File: config.mk
export PLATFORM = sky130hd
export DESIGN_NAME = pipe_hazard_ctrl
export DESIGN_NICKNAME = d
export VERILOG_FILES = /design/src/rtl/pipe_hazard_ctrl.sv
export SDC_FILE = /design/constraint.sdc
export NUM_CORES = 1
export LEC_CHECK = 0
export ABC_AREA = 1
export CAP_MARGIN = 25
export CELL_PAD_IN_SITES_DETAIL_PLACEMENT = 1
export CELL_PAD_IN_SITES_GLOBAL_PLACEMENT = 2
export CORE_ASPECT_RATIO = 0.75
export CORE_MARGIN = 2
export CORE_UTILIZATION = 33
export DETAILED_ROUTE_END_ITERATION = 12
export PLACE_DENSITY_LB_ADDON = 0.1
export SLEW_MARGIN = 40
export SYNTH_ARGS = -nofsm -noshare
export SYNTH_HDL_FRONTEND = slang
export SYNTH_SLANG_ARGS = --single-unit
export TNS_END_PERCENT = 1
File: constraint.sdc
create_clock -name clk -period 1.9 [get_ports clk]
set_input_delay 0.38 -clock clk [delete_from_list [all_inputs] [get_ports clk]]
set_output_delay 0.38 -clock clk [all_outputs]
set_load 0.1 [all_outputs]
File: src/rtl/pipe_hazard_ctrl.sv
// Pipeline hazard controller: RAW-hazard stall, taken-branch flush, memory-wait freeze with timeout.
// Optional macro PIPE_STATS_EN adds the stall_cycles statistics counter port.
module pipe_hazard_ctrl #(
   parameter int unsigned MEM_WAIT_MAX = 15,
   parameter int unsigned BR_FLUSH_LEN = 1,
   parameter int unsigned STALL_CNT_W  = 16
) (
   input  logic       clk,
   input  logic       rst,
   input  logic       hazard,
   input  logic       branch_taken,
   input  logic       mem_req,
   input  logic       mem_ready,
   output logic       freeze_if,
   output logic       flush_if,
   output logic       flush_id,
   output logic       mem_stall,
   output logic       mem_timeout,
   output logic [1:0] state
`ifdef PIPE_STATS_EN
   ,
   output logic [STALL_CNT_W-1:0] stall_cycles
`endif
);

   typedef enum logic [1:0] {
      RUN      = 2'b00,
      FLUSH    = 2'b01,
      MEM_WAIT = 2'b10,
      ERROR    = 2'b11
   } state_e;

   localparam logic [7:0] WAIT_LAST  = 8'(MEM_WAIT_MAX - 1);
   localparam logic [3:0] FLUSH_INIT = 4'(BR_FLUSH_LEN - 1);

   if (MEM_WAIT_MAX < 2 || MEM_WAIT_MAX > 255 || BR_FLUSH_LEN < 1 ||
       BR_FLUSH_LEN > 15 || STALL_CNT_W < 1) begin : g_bad_param
      $error("pipe_hazard_ctrl: parameter out of legal range");
   end

   state_e     state_q, state_d, ret_state_q, ret_state_d;
   logic [3:0] flush_cnt_q, flush_cnt_d, ret_cnt_q, ret_cnt_d;
   logic [7:0] wait_cnt_q, wait_cnt_d;
   logic       timeout_q, timeout_d;
   logic       freeze_raw, flush_if_raw, flush_id_raw, stall_raw;
   logic       mem_block;

   always_ff @(posedge clk or negedge rst) begin
      if (!rst) begin
         state_q     <= RUN;
         ret_state_q <= RUN;
         flush_cnt_q <= '0;
         ret_cnt_q   <= '0;
         wait_cnt_q  <= '0;
         timeout_q   <= 1'b0;
      end else begin
         state_q     <= state_d;
         ret_state_q <= ret_state_d;
         flush_cnt_q <= flush_cnt_d;
         ret_cnt_q   <= ret_cnt_d;
         wait_cnt_q  <= wait_cnt_d;
         timeout_q   <= timeout_d;
      end
   end

   always_comb begin
      state_d      = state_q;
      ret_state_d  = ret_state_q;
      flush_cnt_d  = flush_cnt_q;
      ret_cnt_d    = ret_cnt_q;
      wait_cnt_d   = wait_cnt_q;
      timeout_d    = timeout_q;
      freeze_raw   = 1'b0;
      flush_if_raw = 1'b0;
      flush_id_raw = 1'b0;
      stall_raw    = 1'b0;
      mem_block    = mem_req & ~mem_ready;

      case (state_q)
         RUN, FLUSH: begin
            if (mem_block) begin
               // The stalled cycle itself is the first counted wait cycle.
               stall_raw   = 1'b1;
               freeze_raw  = 1'b1;
               ret_state_d = state_q;
               ret_cnt_d   = flush_cnt_q;
               wait_cnt_d  = 8'd1;
               state_d     = MEM_WAIT;
            end else if (state_q == FLUSH) begin
               flush_if_raw = 1'b1;
               flush_id_raw = 1'b1;
               if (flush_cnt_q <= 4'd1) begin
                  flush_cnt_d = '0;
                  state_d     = RUN;
               end else begin
                  flush_cnt_d = flush_cnt_q - 4'd1;
               end
            end else if (branch_taken) begin
               flush_if_raw = 1'b1;
               flush_id_raw = 1'b1;
               if (BR_FLUSH_LEN > 1) begin
                  flush_cnt_d = FLUSH_INIT;
                  state_d     = FLUSH;
               end
            end else if (hazard) begin
               freeze_raw   = 1'b1;
               flush_id_raw = 1'b1;
            end
         end
         MEM_WAIT: begin
            stall_raw  = ~mem_ready;
            freeze_raw = ~mem_ready;
            if (mem_ready) begin
               wait_cnt_d  = '0;
               state_d     = ret_state_q;
               flush_cnt_d = ret_cnt_q;
            end else if (wait_cnt_q >= WAIT_LAST) begin
               state_d   = ERROR;
               timeout_d = 1'b1;
            end else begin
               wait_cnt_d = wait_cnt_q + 8'd1;
            end
         end
         default: begin
            stall_raw  = 1'b1;
            freeze_raw = 1'b1;
         end
      endcase
   end

   // Mealy outputs are forced low for the whole time reset is held.
   assign freeze_if   = rst & freeze_raw;
   assign flush_if    = rst & flush_if_raw;
   assign flush_id    = rst & flush_id_raw;
   assign mem_stall   = rst & stall_raw;
   assign mem_timeout = timeout_q;
   assign state       = state_q;

`ifdef PIPE_STATS_EN
   logic [STALL_CNT_W-1:0] stall_cnt_q;

   always_ff @(posedge clk or negedge rst) begin
      if (!rst) begin
         stall_cnt_q <= '0;
      end else if ((freeze_if | mem_stall) && (stall_cnt_q != '1)) begin
         stall_cnt_q <= stall_cnt_q + STALL_CNT_W'(1);
      end
   end

   assign stall_cycles = stall_cnt_q;
`endif

endmodule

==> reports/results.ini <==
[outcome]
outcome=completed

[global_route]
grt_pass1_wl_mm=5.55
grt_max_degree=20
gr-total-overflow=0
grt_usage_pct=17.1
antenna_found_initial=0
grt_pass1_vias=1175

[final_layout]
fillerInstances=479
layout.nets=218
drive_gt1_share_pct=28.0
insertedDiodeCount=0
multi_input_area_um2=681
regArea_um2=531
syn2layout_area_growth_pct=37.3

[sta]
fin_crit_sh_pct=98.9
setup_viol=0
skew_ns=0.00350
setup_ws_ns=0.0211
fmax_ghz=0.532
rsz0062_at_grt=yes
relSlewSlack_pct=82.6
drv_slew=0
worstMarginPinSlew_ns=0.260
tns_ns=0
period_needed_ns=1.88
finalHoldViolations=0

[clocking]
cts_buffers=3
cts-root-buf=clkbuf_8
cts_sinks=21
clk_path_buf_depth=2
clk_latency_ns=0.27
h-tree-depth=1
clk_pin_slew_ns=0.08
tritoncts=built

[power]
p_sw_mw=1.27
ir_drop_mv=0.771
p_leak_nw=0.869
switching_share_pct=49.7
clkPwrFrac_pct=12.5
p_comb_share_pct=59.2
p_int_mw=1.29
pwr-share-seq_pct=28.2
p_per_area_nw_per_um2=1480

[drt]
drcViolationCount=0
dr.pass1.iters=4
drtIter0Drc=49
wl_mm=3.40
wl_per_cell_um=13.1
vias=1197
vias_per_cell=4.62
ant_nets=0

[place]
place.gp.congestion=0.800
hpwlAfterDp_mm=2.58
io_buffers=12
dp_slack_ns=-0.275

[hold_path]
hold_class=reg -> reg

[die]
dieArea_um2=4330
fp-row-count=19
start_util_pct=34.4
io_pins=13
chipWidth_um=75.3
die_h_um=57.5
core_um2=3660

[setup_path]
cp-end-kind=output pin
cp-start-kind=input port
crit_type=in -> out
cp_max_fo=4
worst_ep_required_time_ns=1.52
worst_ep_arrival_time_ns=1.50

[synthesis]
synth_edf_count=0
synth.yosys.seq_area_share_pct=41.7
synth_common_cells=nand2_1 (55), nor2_1 (25), inv_1 (23)
yosysUniqueCellTypes=22
async_reset_ff_share_pct=100
ys_warn_count=0
synth_nets=189
synth_area_um2=1260
synthCells=179
yosysTopAreaCell=dfrtp_1
yosysMostFrequentCell=nand2_1
synth-main-ff-cell=dfrtp_1
synth_seq_cells=21
syn_area_per_cell_um2=7.03
synth_top_cell_area_share_pct=41.7
synth.area.top_cells=dfrtp_1 (42%), nand2_1 (16%), nor2_1 (7.5%)

[job]
cap_violations=0

-- final cells by class --
class | instances | share of cell area, %
Sequential cell | 21 | 30.7
Clock buffer | 3 | 2.39
Inverter | 30 | 6.66
Clock inverter | 1 | 0.434
Timing Repair Buffer | 26 | 16.7
Tap cell | 52 | 3.77
Multi-Input combinational cell | 126 | 39.4
-- flip-flops by register name, indices dropped and copies added (netlist names) --
register	count
state	2
ret_state_q	2
ret_cnt_q	4
wait_cnt_q	8
mem_timeout	1
flush_cnt_q	4
-- critical path: stages --
cell	delay, ns
clkdlybuf4s50_1	0.61
inv_1	0.16
a21oi_4	0.16
buf_12	0.19
-- logic make-up after synthesis --
| group | after synthesis | share of synthesized area [%] |
|---|---|---|
| and+or+nand+nor | 107 | 38.0 |
| adders and majority gates | 4 | 3.98 |
| AOI/OAI and AO/OA | 14 | 5.86 |
| buffers and inverters | 32 | 9.74 |
| DFF | 21 | 41.7 |
| xor gates and xnor gates | 1 | 0.696 |
-- final timing paths --
check,start,endpoint,slack [ns],depth (start not counted)
setup reg to reg,wait_cnt_q[0]$_DFFE_PN0P_,wait_cnt_q[4]$_DFFE_PN0P_,0.38,9
setup / recovery,rst,freeze_if,0.02,4
hold / removal,mem_timeout$_DFFE_PN0P_,mem_timeout$_DFFE_PN0P_,0.47,1
hold reg to reg,mem_timeout$_DFFE_PN0P_,mem_timeout$_DFFE_PN0P_,0.47,1
min in group asynchronous,rst,state[0]$_DFFE_PN0P_,0.56,2
max in group asynchronous,rst,flush_cnt_q[1]$_DFFE_PN0P_,1.03,2
-- cells in the final DEF (no fill, tap or decap) --
master           Yosys  routed
nand2_1             55      53
nor2_1              25      20
inv_1               23      19
dfrtp_1             21      19
buf_4                0      14
nand3_1             12      11
inv_2                6       9
nor2_4               3       8
o21ai_0              8       8
buf_12               0       6
nand2_2              3       5
nand4_1              4       4
ha_1                 4       4
clkbuf_8             0       3
clkdlybuf4s50_1      0       3
a21oi_4              0       2
nand3_2              1       2
o21ai_1              2       2
inv_4                0       1
nor2_2               1       1
o21ai_2              1       1
nand2_4              1       1
clkinv_1             1       1
a21oi_1              3       1
xnor2_1              1       1
or2_1                1       1
or2_2                1       1
clkinvlp_4           0       1
dlygate4sd2_1        0       1
dlymetal6s2s_1       0       1
buf_6                0       1
dfrtp_2              0       1
dfrtp_4              0       1
-- layer usage --
metal,track usage (%),vias to the layer above,share of wire (%)
met3,4.77,4,3.9
met1,25.1,573,50
met5,0,-,0
met4,3.01,0,0.68
li1,-,601,-
met2,25.6,19,45
-- timing repair --
action / CTS / global route
endpoints found under the setup margin: 4 / 4
gates resized for setup: 7 / 4
setup buffers: 2 / 3
pin swaps: 0 / 6
hold buffers: 0 / 0
-- power by group through the flow --
stage                     Combinational, mW  Sequential, mW  Clock [mW]
after CTS                              1.50           0.724       0.335
after detailed placement               1.40           0.771           0
after global placement                 1.37           0.760           0
final                                  1.52           0.724       0.321
after global routing                   1.67           0.749       0.347
after floorplan                       0.845           0.869           0
-- metrics by stage --
stage	utilization [%]	cell area [um2]	hold slack, ns	power [mW]	cells
2_1_floorplan	-	1320	0.0844	1.71	179
3_3_place_gp	44.2	1620	0.452	2.13	250
3_5_place_dp	44.2	1620	0.457	2.18	250
4_1_cts	46.4	1700	0.481	2.56	256
5_1_grt	47.2	1730	0.524	2.76	259
6_report	47.2	1730	0.471	2.56	259
Power figures use the tool's default switching activity.
